--- config.mk ---
export PLATFORM = sky130hd
export DESIGN_NAME = nco_sweep_ctrl
export DESIGN_NICKNAME = d
export VERILOG_FILES = /design/src/rtl/nco_sweep_ctrl.sv
export SDC_FILE = /design/constraint.sdc
export NUM_CORES = 1
export LEC_CHECK = 0
export CORE_MARGIN = 3
export CORE_UTILIZATION = 35
export DETAILED_ROUTE_END_ITERATION = 12
export PLACE_DENSITY = 0.69
export RECOVER_POWER = 50
export SYNTH_ARGS = -nofsm -noshare
export SYNTH_HDL_FRONTEND = slang
export SYNTH_SLANG_ARGS = --single-unit
--- constraint.sdc ---
create_clock -name clk -period 1.85 [get_ports clk]
set_input_delay 0.37 -clock clk [delete_from_list [all_inputs] [get_ports clk]]
set_output_delay 0.37 -clock clk [all_outputs]
set_load 0.01 [all_outputs]
--- src/rtl/nco_sweep_ctrl.sv ---
// rtl/nco_sweep_ctrl.sv - NCO frequency sweep controller (start/step/dwell/loop)
module nco_sweep_ctrl #(
  parameter int FREQ_CTRL_WORD_LEN = 8,
  parameter int STEP_CNT_BITS      = 4,
  parameter int DWELL_BITS         = 8
) (
  input  logic                          clk,
  input  logic                          rst_n,
  input  logic                          cfg_we,
  input  logic [FREQ_CTRL_WORD_LEN-1:0] cfg_start_fcw,
  input  logic [FREQ_CTRL_WORD_LEN-1:0] cfg_step,
  input  logic [STEP_CNT_BITS-1:0]      cfg_num_steps,
  input  logic [DWELL_BITS-1:0]         cfg_dwell,
  input  logic                          cfg_loop,
  input  logic                          start,
  input  logic                          abort,
  output logic [FREQ_CTRL_WORD_LEN-1:0] delta_phi,
  output logic                          nco_ena,
  output logic                          busy,
  output logic                          done,
  output logic [STEP_CNT_BITS-1:0]      step_idx
);

  typedef enum logic [1:0] {IDLE, RUN, DONE} state_t;

  state_t                        state;
  logic [FREQ_CTRL_WORD_LEN-1:0] start_fcw_q;
  logic [FREQ_CTRL_WORD_LEN-1:0] step_q;
  logic [STEP_CNT_BITS-1:0]      num_steps_q;
  logic [DWELL_BITS-1:0]         dwell_q;
  logic                          loop_q;
  logic [DWELL_BITS-1:0]         dwell_cnt;

  // A start issued together with a config write launches with the new values.
  logic [FREQ_CTRL_WORD_LEN-1:0] launch_fcw;
  logic [DWELL_BITS-1:0]         launch_dwell;
  logic                          cfg_open;
  logic                          start_ok;

  assign cfg_open     = (state != RUN);
  assign start_ok     = start && !abort && cfg_open;
  assign launch_fcw   = cfg_we ? cfg_start_fcw : start_fcw_q;
  assign launch_dwell = cfg_we ? cfg_dwell     : dwell_q;

  // Config registers: writable only outside RUN so a running sweep is stable.
  always_ff @(posedge clk or negedge rst_n) begin
    if (!rst_n) begin
      start_fcw_q <= '0;
      step_q      <= '0;
      num_steps_q <= '0;
      dwell_q     <= '0;
      loop_q      <= 1'b0;
    end else if (cfg_we && cfg_open) begin
      start_fcw_q <= cfg_start_fcw;
      step_q      <= cfg_step;
      num_steps_q <= cfg_num_steps;
      dwell_q     <= cfg_dwell;
      loop_q      <= cfg_loop;
    end
  end

  // Sweep FSM with registered outputs; abort overrides everything else.
  always_ff @(posedge clk or negedge rst_n) begin
    if (!rst_n) begin
      state     <= IDLE;
      delta_phi <= '0;
      nco_ena   <= 1'b0;
      busy      <= 1'b0;
      done      <= 1'b0;
      step_idx  <= '0;
      dwell_cnt <= '0;
    end else if (abort) begin
      state     <= IDLE;
      delta_phi <= '0;
      nco_ena   <= 1'b0;
      busy      <= 1'b0;
      done      <= 1'b0;
    end else begin
      case (state)
        IDLE, DONE: begin
          if (start_ok) begin
            state     <= RUN;
            delta_phi <= launch_fcw;
            step_idx  <= '0;
            dwell_cnt <= launch_dwell;
            nco_ena   <= 1'b1;
            busy      <= 1'b1;
            done      <= 1'b0;
          end else begin
            state   <= IDLE;
            nco_ena <= 1'b0;
            busy    <= 1'b0;
            done    <= 1'b0;
          end
        end
        RUN: begin
          if (dwell_cnt != '0) begin
            dwell_cnt <= dwell_cnt - 1'b1;
          end else if (step_idx < num_steps_q) begin
            delta_phi <= delta_phi + step_q;
            step_idx  <= step_idx + 1'b1;
            dwell_cnt <= dwell_q;
          end else if (loop_q) begin
            delta_phi <= start_fcw_q;
            step_idx  <= '0;
            dwell_cnt <= dwell_q;
          end else begin
            state   <= DONE;
            done    <= 1'b1;
            nco_ena <= 1'b0;
            busy    <= 1'b0;
          end
        end
        default: begin
          state   <= IDLE;
          nco_ena <= 1'b0;
          busy    <= 1'b0;
          done    <= 1'b0;
        end
      endcase
    end
  end

endmodule

==> impl_metrics.toml, run 1 <==
[status]
status = "complete, but fails checks"
violations = "negative setup slack"

[timing]
hold_violations = 0
max_slew_margin_pct = 13.44
finalSetupViolCount = 16
worst_slew_pin_slew_ns = 1.298
min_period_ns = 1.939
period_share_pct = 104.8
slew_violations = 0
rsz0062_at_grt = "yes"
skew_ns = 0.006579
timing.final.ws_setup_ns = -0.08902
timing.hold.ws_ns = 0.4278
fmax_mhz = 515.7

[power]
p_leak_nw = 1.913
switchingPower_w = 0.001319
cellPowerDensity_nw_per_um2 = 874.4
pwr-share-comb_pct = 44.0
p_total_w = 0.003824
ir_worst_vdd_mv = 0.3658
sequentialPowerShare_pct = 38.4
p_clk_share_pct = 17.6
p_sw_share_pct = 34.49
internal_power_w = 0.002505

[drt]
firstDrtPassIters = 5
vias = 2548
ant_nets = 0
drt_iter0_markers = 111
drc = 0
via_per_inst = 5.410
finalWirelength_mm = 7.996
wl_per_cell_um = 16.98

[placed_design]
gp_congestion = 0.8908
place_ws_ns = -0.1788
place_hpwl_mm = 5.394
port-buffer-count = 48

[worst_setup_path]
start_kind = "flop"
arrival_ns = 2.17
cp.required_ns = 2.08
crit_type = "reg -> reg"
worstPathCellList = "nor3_4, buf_6, nand4b_4, o41ai_4, buf_4, buf_8, nand2_2, o31ai_2"
worstSetupEndpointType = "flop"
cp_max_fo = 6
max_stage_delay_ns = 0.42
critPathSlowestCell = "dfrtp_1"

[floorplanning]
ios = 49
start_util_pct = 36.80
dieArea_um2 = 9423
fp.dieW_um = 97.07
die_h_um = 97.07
rows = 32
coreArea_um2 = 7888

[logic_synthesis]
ys_seq_area_share_pct = 44.83
ys_warn_count = 0
synth_enable_flop_cells = 0
syn_inst = 270
synth_seq_cells = 52
synth_ff_type = "dfrtp_1"
syn-num-nets = 318
synth_area_leaders = "dfrtp_1 45%, mux2_2 11%, ha_1 5.6%"
syn_avg_cell_area_um2 = 10.75
async_flop_share_pct = 100.0
synth_top_area_share_pct = 44.83
synth_cell_types = 50
netlist_area_um2 = 2903
synth_top_area_cell = "dfrtp_1"

[grt]
grt_overflow = 0
antenna_found_initial = 0
grt.total_usage_pct = 16.22
grt_max_degree = 53
grt_pass1_wl_mm = 12.67
first_global_vias = 2566

[clocking]
clk_latency_ns = 0.31
holdBufCountCts = 0
cts_buffers = 5
clock-sinks = 52
cts_max_level = 2
clk_pin_slew_ns = 0.09
clockBufferDepth = 2
clock-root-buffer = "clkbuf_8"
cts_tree = "done"

[layout]
utilization_pct = 55.44
n_antenna_cell = 0
nFillCells = 650
multi_input_area_um2 = 1878
drive_gt1_share_pct = 40.38
final-seq-area_um2 = 1301
syn2layout_area_growth_pct = 50.65
nets = 416

[hold_path]
hp-class = "in -> async"

[run]
maxCapViolCount = 0
==> routing by layer <==
metal / global-route usage, % / share of wire, % / vias up
met5: 0 / 0 / -
met4: 4.212 / 1.9 / 0
met3: 2.728 / 3.6 / 15
met2: 26.49 / 49 / 68
met1: 22.39 / 45 / 1266
li1: - / - / 1199
==> stage by stage <==
| step | cell area, um^2 | cells | setup TNS (ns) |
|---|---|---|---|
| finish | 4373 | 471 | -0.9102 |
| floorplan | 2950 | 270 | -0.2019 |
| global placement | 3854 | 454 | -1.391 |
| global route | 4373 | 471 | -2.382 |
| CTS | 4075 | 464 | -0.3333 |
| detailed placement | 3854 | 454 | -2.100 |
==> cell families (layout without fill, tap and decap cells) <==
group | count (synthesis) | in the layout | synth area share (%)
buffers and inverters | 28 | 126 | 4.095
muxes | 34 | 34 | 13.15
AOI/OAI and AO/OA | 74 | 75 | 18.53
DFF | 52 | 52 | 44.83
xor gates and xnor gates | 8 | 8 | 2.414
and+or+nand+nor | 60 | 60 | 10.69
adders and majority gates | 14 | 14 | 6.293
==> Yosys cell counts, types with 4 or more instances <==
master and instances:
o22ai_1 10, a21o_1 5, nor2_1 16, xor2_1 5
mux2_2 29, nand3_1 7, ha_1 13, and3_1 4
nor2b_1 6, mux2i_1 4, a21oi_1 10, o21ai_0 11
nand2b_1 4, o31ai_1 6, inv_1 18, o32ai_1 7
dfrtp_1 52, nand2_1 14
==> registers in the layout (all words and copies together), names as in the netlist <==
signal       cells
loop_q           1
busy             1
step_idx         4
state            1
dwell_q          8
delta_phi        8
num_steps_q      4
dwell_cnt        8
start_fcw_q      8
step_q           8
done             1
==> layout by cell type (no fill, tap or decap), drive strengths merged, types with 3 or more instances in the layout <==
| master | n |
|---|---|
| a211o | 3 |
| o31ai | 6 |
| mux2 | 30 |
| o22ai | 10 |
| and3 | 4 |
| nor2 | 16 |
| ha | 13 |
| a21o | 6 |
| o21ai | 14 |
| nand3 | 7 |
| nor2b | 6 |
| a21oi | 10 |
| buf | 51 |
| nand2 | 14 |
| clkdlybuf4s50 | 46 |
| o211ai | 3 |
| nand2b | 4 |
| mux2i | 4 |
| clkbuf | 9 |
| inv | 19 |
| nor3 | 3 |
| xnor2 | 3 |
| xor2 | 5 |
| dfrtp | 52 |
| o32ai | 7 |
==> worst max-delay path: cells and delay by family, from the launching register on <==
kind,cells,cell delay (ns)
flip-flops,1,0.42
AO/OA/AOI/OAI,2,0.47
buffers and inverters,3,0.49
AND/OR/NAND/NOR,3,0.48
==> path summary, 6_finish.rpt <==
| kind | from | end | slack (ns) | cells after the start |
|---|---|---|---|---|
| worst max-delay path | dwell_cnt[4] | dwell_cnt[3] | -0.09 | 8 |
| max in group asynchronous | rst_n | dwell_q[7] | 0.65 | 2 |
| worst max register to register | dwell_cnt[4] | dwell_cnt[3] | -0.09 | 8 |
| worst min-delay path | rst_n | step_idx[0] | 0.43 | 2 |
| min in group clk | num_steps_q[0] | num_steps_q[0] | 0.51 | 1 |
| worst min register to register | num_steps_q[0] | num_steps_q[0] | 0.51 | 1 |
==> cell type report <==
class / instances / share of cell area, %
sequential: 52 / 29.76
tap: 102 / 2.918
inverter: 19 / 1.631
clock buffer: 8 / 2.060
timing repair buffer: 99 / 20.69
multi-input combinational: 191 / 42.95
==> repair_timing <==
action,4_1_cts,5_1_grt
pin swaps,7,18
endpoints found under the setup margin,14,21
gates resized for setup,23,53
endpoints found under the hold margin,0,0
gates cloned,1,1
buffers inserted,1,6
==> power groups by stage <==
stage | sequential (W) | combinational, W | clock [W]
after floorplan | 0.00149 | 0.000736 | 0
after global placement | 0.00147 | 0.00130 | 0
after detailed placement | 0.00148 | 0.00133 | 0
after CTS | 0.00146 | 0.00143 | 0.000695
after global routing | 0.00149 | 0.00182 | 0.000743
final | 0.00147 | 0.00168 | 0.000675
(Power assumes the default switching activity.)
==> inputs of run 2 (changes only) <==
- GPL_TIMING_DRIVEN: not set -> 1
- PLACE_DENSITY: 0.69 -> 0.67
- clock period: 1.85 -> 2.2 ns (I/O delays scaled with it)
==> impl_metrics.toml, run 2 (synthesis gave the netlist of run 1 again) <==
[status]
status = "finished clean"

[layout]
n_antenna_cell = 0
syn2layout_area_growth_pct = 28.23
final_cell_mix = "52 x dfrtp_1, 42 x clkdlybuf4s50_1, 28 x mux2_2"
drive_gt1_share_pct = 19.64
nets = 383
fin_area_um2 = 3722
final_common_cell = "dfrtp_1"

[timing]
hold_violations = 0
max_slew_margin_pct = 13.65
slew_violations = 0
worst_slew_pin_slew_ns = 1.295
finalSetupViolCount = 0
fmax_mhz = 487.9
skew_ns = 0.008013
period_share_pct = 93.16
min_period_ns = 2.050
rsz0062_at_grt = "no"
tns_ns = 0

[grt]
globalRouteMet1Util_pct = 20.97
grt_max_degree = 53
top_usage_layer = "met2"
grt_pass1_wl_mm = 11.54
grt.total_usage_pct = 14.74
first_global_vias = 2379
antenna_found_initial = 0
grt_use_met3_pct = 3.302
use_met2_pct = 23.35
grt_overflow = 0

[power]
ir_worst_vdd_mv = 0.3307
p_leak_nw = 1.664
cellPowerDensity_nw_per_um2 = 760.7

[placed_design]
post_dp_cell_area_um2 = 3601
place_hpwl_mm = 4.953
port-buffer-count = 48
gp_congestion = 0.8596

[floorplanning]
coreArea_um2 = 7888
start_util_pct = 36.80
die_h_um = 97.07
ios = 49
dieArea_um2 = 9423
rows = 32
fp.dieW_um = 97.07

[clocking]
clock-sinks = 52
clk_latency_ns = 0.30
cts_max_level = 2
clock-root-buffer = "clkbuf_8"
cts_tree = "done"
cts_buffers = 5
cts_setup_buffers = 0
clockBufferDepth = 2
clk_pin_slew_ns = 0.10

[worst_setup_path]
critPathLaunch = "dwell_cnt[0]"
arrival_ns = 2.24
worstPathCellList = "inv_1, ha_1, nor2b_2, nand4b_2, o41ai_4, buf_4, a21oi_1, a2bb2oi_1"
reg2reg_from = "dwell_cnt[0]"
cp_max_fo = 12
cp.required_ns = 2.39
critPathSlowestCell = "dfrtp_1"
crit_type = "reg -> reg"
start_kind = "flop"
max_stage_delay_ns = 0.43
worstSetupEndpointType = "flop"

[run]
maxCapViolCount = 0

[drt]
wl_per_cell_um = 15.08
via_per_inst = 5.228
drt_iter0_markers = 119
firstDrtPassIters = 4
vias = 2290
finalWirelength_mm = 6.603
drc = 0
ant_nets = 0

[hold_path]
hp-class = "in -> async"
-- run 2: cell types whose count changed in the layout (fill, tap and decap cells not counted), moves of 6 or more --
cell and change:
buf_6 -7, o32ai_2 -6, buf_4 -23, o32ai_1 +7
-- run 2: stage by stage --
step / util [%] / hold WS [ns] / power (W) / worst slack, ns / instances
after floorplan: - / 0.1444 / 0.001836 / 0.07425 / 270
after global placement: 45.65 / 0.4820 / 0.002167 / 0.1447 / 430
after detailed placement: 45.65 / 0.4960 / 0.002191 / 0.1137 / 430
after CTS: 47.07 / 0.2733 / 0.002854 / 0.07148 / 438
after global routing: 47.19 / 0.5340 / 0.003028 / 0.007034 / 438
final: 47.19 / 0.4964 / 0.002832 / 0.1504 / 438
-- run 2: cell type report --
type | count | area (um^2)
Clock inverter | 3 | 42.54
Tap cell | 102 | 127.6
Multi-Input combinational cell | 190 | 1495
Clock buffer | 5 | 68.82
Sequential cell | 52 | 1301
Inverter | 19 | 71.32
Timing Repair Buffer | 67 | 615.6
Fill cell | 736 | 4165
-- run 2: routing by layer --
metal / routed length [um] / up-vias
met1: 3250 / 1120
met4: 23 / 0
li1: - / 1124
met3: 251 / 2
met5: 0 / -
met2: 3076 / 44
-- run 2: power by group --
group | total (W) | internal, W | leakage (nW) | switching, W
Sequential | 0.00125 | 0.00111 | 0.637 | 0.000141
Clock | 0.000657 | 0.000337 | 0.0541 | 0.000320
Combinational | 0.000923 | 0.000470 | 0.972 | 0.000453
Total | 0.00283 | 0.00192 | 1.66 | 0.000914
-- run 2: worst max-delay path: cells and delay by family, from the launching register on --
family          cells  cell delay (ns)
compound gates      3             0.58
fa+ha+maj           1             0.20
buf+inv             2             0.35
flops               1             0.43
simple gates        2             0.38
-- run 2: final timing paths --
check | to | slack, ns | cells after the start
min in group clk | start_fcw_q[5] | 0.52 | 1
min reg2reg | start_fcw_q[5] | 0.52 | 1
max reg2reg | dwell_cnt[0] | 0.15 | 8
max | dwell_cnt[0] | 0.15 | 8
max in group asynchronous | dwell_cnt[7] | 0.93 | 2
min | step_idx[0] | 0.50 | 2
-- run 2: timing repair --
action,in CTS,in global routing
gates resized for setup,0,5
hold buffers,0,0
setup endpoints to repair,0,18
==> variant (settings of run 2) <==
Register the input `cfg_num_steps` before use, with the module's reset. The logic sees it one clock later. The other inputs are not delayed to match.
--- a/src/rtl/nco_sweep_ctrl.sv
+++ b/src/rtl/nco_sweep_ctrl.sv
@@ -22,6 +22,16 @@
 );
 
   typedef enum logic [1:0] {IDLE, RUN, DONE} state_t;
+
+  logic [STEP_CNT_BITS-1:0] cfg_num_steps_q;
+
+  always_ff @(posedge clk or negedge rst_n) begin
+    if (!rst_n) begin
+      cfg_num_steps_q <= '0;
+    end else begin
+      cfg_num_steps_q <= cfg_num_steps;
+    end
+  end
 
   state_t                        state;
   logic [FREQ_CTRL_WORD_LEN-1:0] start_fcw_q;
@@ -53,7 +63,7 @@
     end else if (cfg_we && cfg_open) begin
       start_fcw_q <= cfg_start_fcw;
       step_q      <= cfg_step;
-      num_steps_q <= cfg_num_steps;
+      num_steps_q <= cfg_num_steps_q;
       dwell_q     <= cfg_dwell;
       loop_q      <= cfg_loop;
     end
Check against the original RTL: not equivalent (Yosys sat finds a counterexample within 4 cycles, from zero or initial values and one cycle with rst_n low).
==> variant against run 2 <==
Total power increased by 16%. Worst setup slack worse by 17 ps. Wire length rose by 4.1%. Die area increased by 6.7%. Synthesized cell count is 3.3% higher. Design area grew 5.8%. Global-route usage is 0.11 points lower. Synthesized area up 7.1%. Critical path depth fell by 1. Sequential power increased by 8%. Sequential cell count rose by 4. Largest cell class unchanged.
==> variant: results (changes against run 2) <==
- Final Hold Fails: 0 (unchanged)
- Fill count: 804 (was 736)
- Largest cells by area after synthesis: dfrtp_1 (45%), mux2_2 (8.7%), ha_1 (5.2%), nand2_1 (2.2%), o221ai_1 (1.7%) (was dfrtp_1 (45%), mux2_2 (11%), ha_1 (5.6%), inv_1 (2.3%), o22ai_1 (2.2%))
- R2R depth: 7 (was 8)
- Vias in the first global route: 2,419 (was 2,379)
- H-tree depth: 2 (unchanged)
- Logic gate share of total power: 0.405 (was 0.326)
- Diode count: 0 (unchanged)
- R2R Setup Slk: 130 ps (was 150 ps)
- Worst Hold Class: input pin to asynchronous set/reset pin (unchanged)
- Global-route wire length before repair: 11,800 um (was 11,500 um)
- Final Hold Slack: 415 ps (was 496 ps)
- Setup CP Type: flop to flop (unchanged)
- Area of the multi-input gates: 0.00158 mm2 (was 0.00150 mm2)
- Power per cell area: 832 mW/mm2 (was 761 mW/mm2)
- CP endpoint: delta_phi[2] (was dwell_cnt[0])
- Post-DP Area: 0.00384 mm2 (was 0.00360 mm2)
- Skew final: 8.36 ps (was 8.01 ps)
- CTS max path bufs: 2 (unchanged)
- Largest net degree at the start of global routing: 33 (was 53)
- Seq pwr share: 0.413 (was 0.442)
- Peak VDD IR: 333 uV (was 331 uV)
- Initial antenna violation count: 0 (unchanged)
- Int Pwr: 2120 uW (was 1920 uW)
- TritonCTS Buffers: 5 (unchanged)
- Commonest cells post-synth: dfrtp_1 (56), mux2_2 (24), nand2_1 (18), ha_1 (13) (was dfrtp_1 (52), mux2_2 (29), inv_1 (18), nor2_1 (16), nand2_1 (14))
- Post-route DRC: 0 (unchanged)
- Vias per std cell: 5.28 (was 5.23)
- Synth cell types: 57 (was 50)
- WP data arrival: 2280 ps (was 2240 ps)
- Seq/Total Area, Yosys: 0.451 (was 0.448)
- Routed len/inst: 15.2 um (was 15.1 um)
- Hpwl dp: 5360 um (was 4950 um)
- Ys Warns: 0 (unchanged)
- Lkg Pwr: 0.00165 uW (was 0.00166 uW)
- Syn nets: 327 (was 318)
- Max_slew headroom: 0.0832 (was 0.136)
- Predominant post-synthesis flop cell: dfrtp_1 (unchanged)
- Gr usage total: 0.146 (was 0.147)
- GP Congestion: 0.814 (was 0.860)
- CP max-delay cell: or3_1 (was dfrtp_1)
- CP Max Fanout: 5 (was 12)
- Outcome: complete, no violations (unchanged)
- Drt first-iter violations: 72 (was 119)
- DR pass1 iterations: 4 (unchanged)
- CP max stage delay: 430 ps (about the same)
- Clock root buffer: clkbuf_8 (unchanged)
- Latest clock arrival within the worst-skew pair: 320 ps (was 300 ps)
- Crit path max-delay family: simple AND/OR/NAND/NOR gates (was compound AO/OA/AOI/OAI gates)
- Async SR Flop Fraction: 1.00 (unchanged)
- Layout cells sized above 1: 0.214 (was 0.196)
- Nets: 393 (was 383)
- Port bufs: 48 (unchanged)
- RR Startpoint: step_idx[3] (was dwell_cnt[0])
- Clk slew on worst S/H paths: 110 ps
==> variant: cell types whose count changed in the layout (fill, tap and decap cells not counted), sizes merged, moves of 5 or more <==
cell     before  now
inv          19   14
nand2        14   21
buf          19   24
o22ai        10    0
mux2         30   24
o32ai         7    0
o2bb2ai       0    5
==> variant: final cells by class <==
class	count	area share
Clock inverter	3	0.00667
Sequential cell	56	0.356
Timing Repair Buffer	73	0.173
Inverter	12	0.0114
Clock buffer	5	0.0175
Tap cell	105	0.0334
Multi-Input combinational cell	197	0.402
==> variant: metal layers <==
layer  track usage  share of wire  up-vias
met1         0.207           0.48     1164
li1              -              -     1158
met3        0.0202          0.041        6
met4        0.0425          0.013        0
met5             0              0        -
met2         0.233           0.47       54
==> variant: kinds of logic (layout without fill, tap and decap cells) <==
family	count (synthesis)	in the layout	share of synthesized area
multiplexers	28	28	0.0998
XOR/XNOR	9	9	0.0254
buffers and inverters	26	93	0.0443
flip-flops	56	56	0.451
AND/OR/NAND/NOR	78	78	0.144
adder cells (fa/ha/maj)	14	14	0.0588
AO/OA/AOI/OAI	68	68	0.177
==> variant: how the worst min path moves through the flow <==
stage	cells past startpoint	end	startpoint
floorplan	0	busy	rst_n
global placement	2	num_steps_q[3]	cfg_num_steps_q[3]
detailed placement	2	num_steps_q[1]	cfg_num_steps_q[1]
CTS	1	dwell_q[2]	rst_n
global route	1	start_fcw_q[0]	start_fcw_q[0]
finish	1	dwell_q[4]	rst_n
==> variant: through the flow <==
step,cells,worst slack [ps]
floorplan,279,130
global placement,443,56.3
detailed placement,443,39.2
CTS,451,82.1
global route,451,8.13
finish,451,134
==> variant: repair_timing <==
action                     4_1_cts  5_1_grt
setup endpoints to repair        0        7
resized for setup                0        4
buffers inserted                 0        0
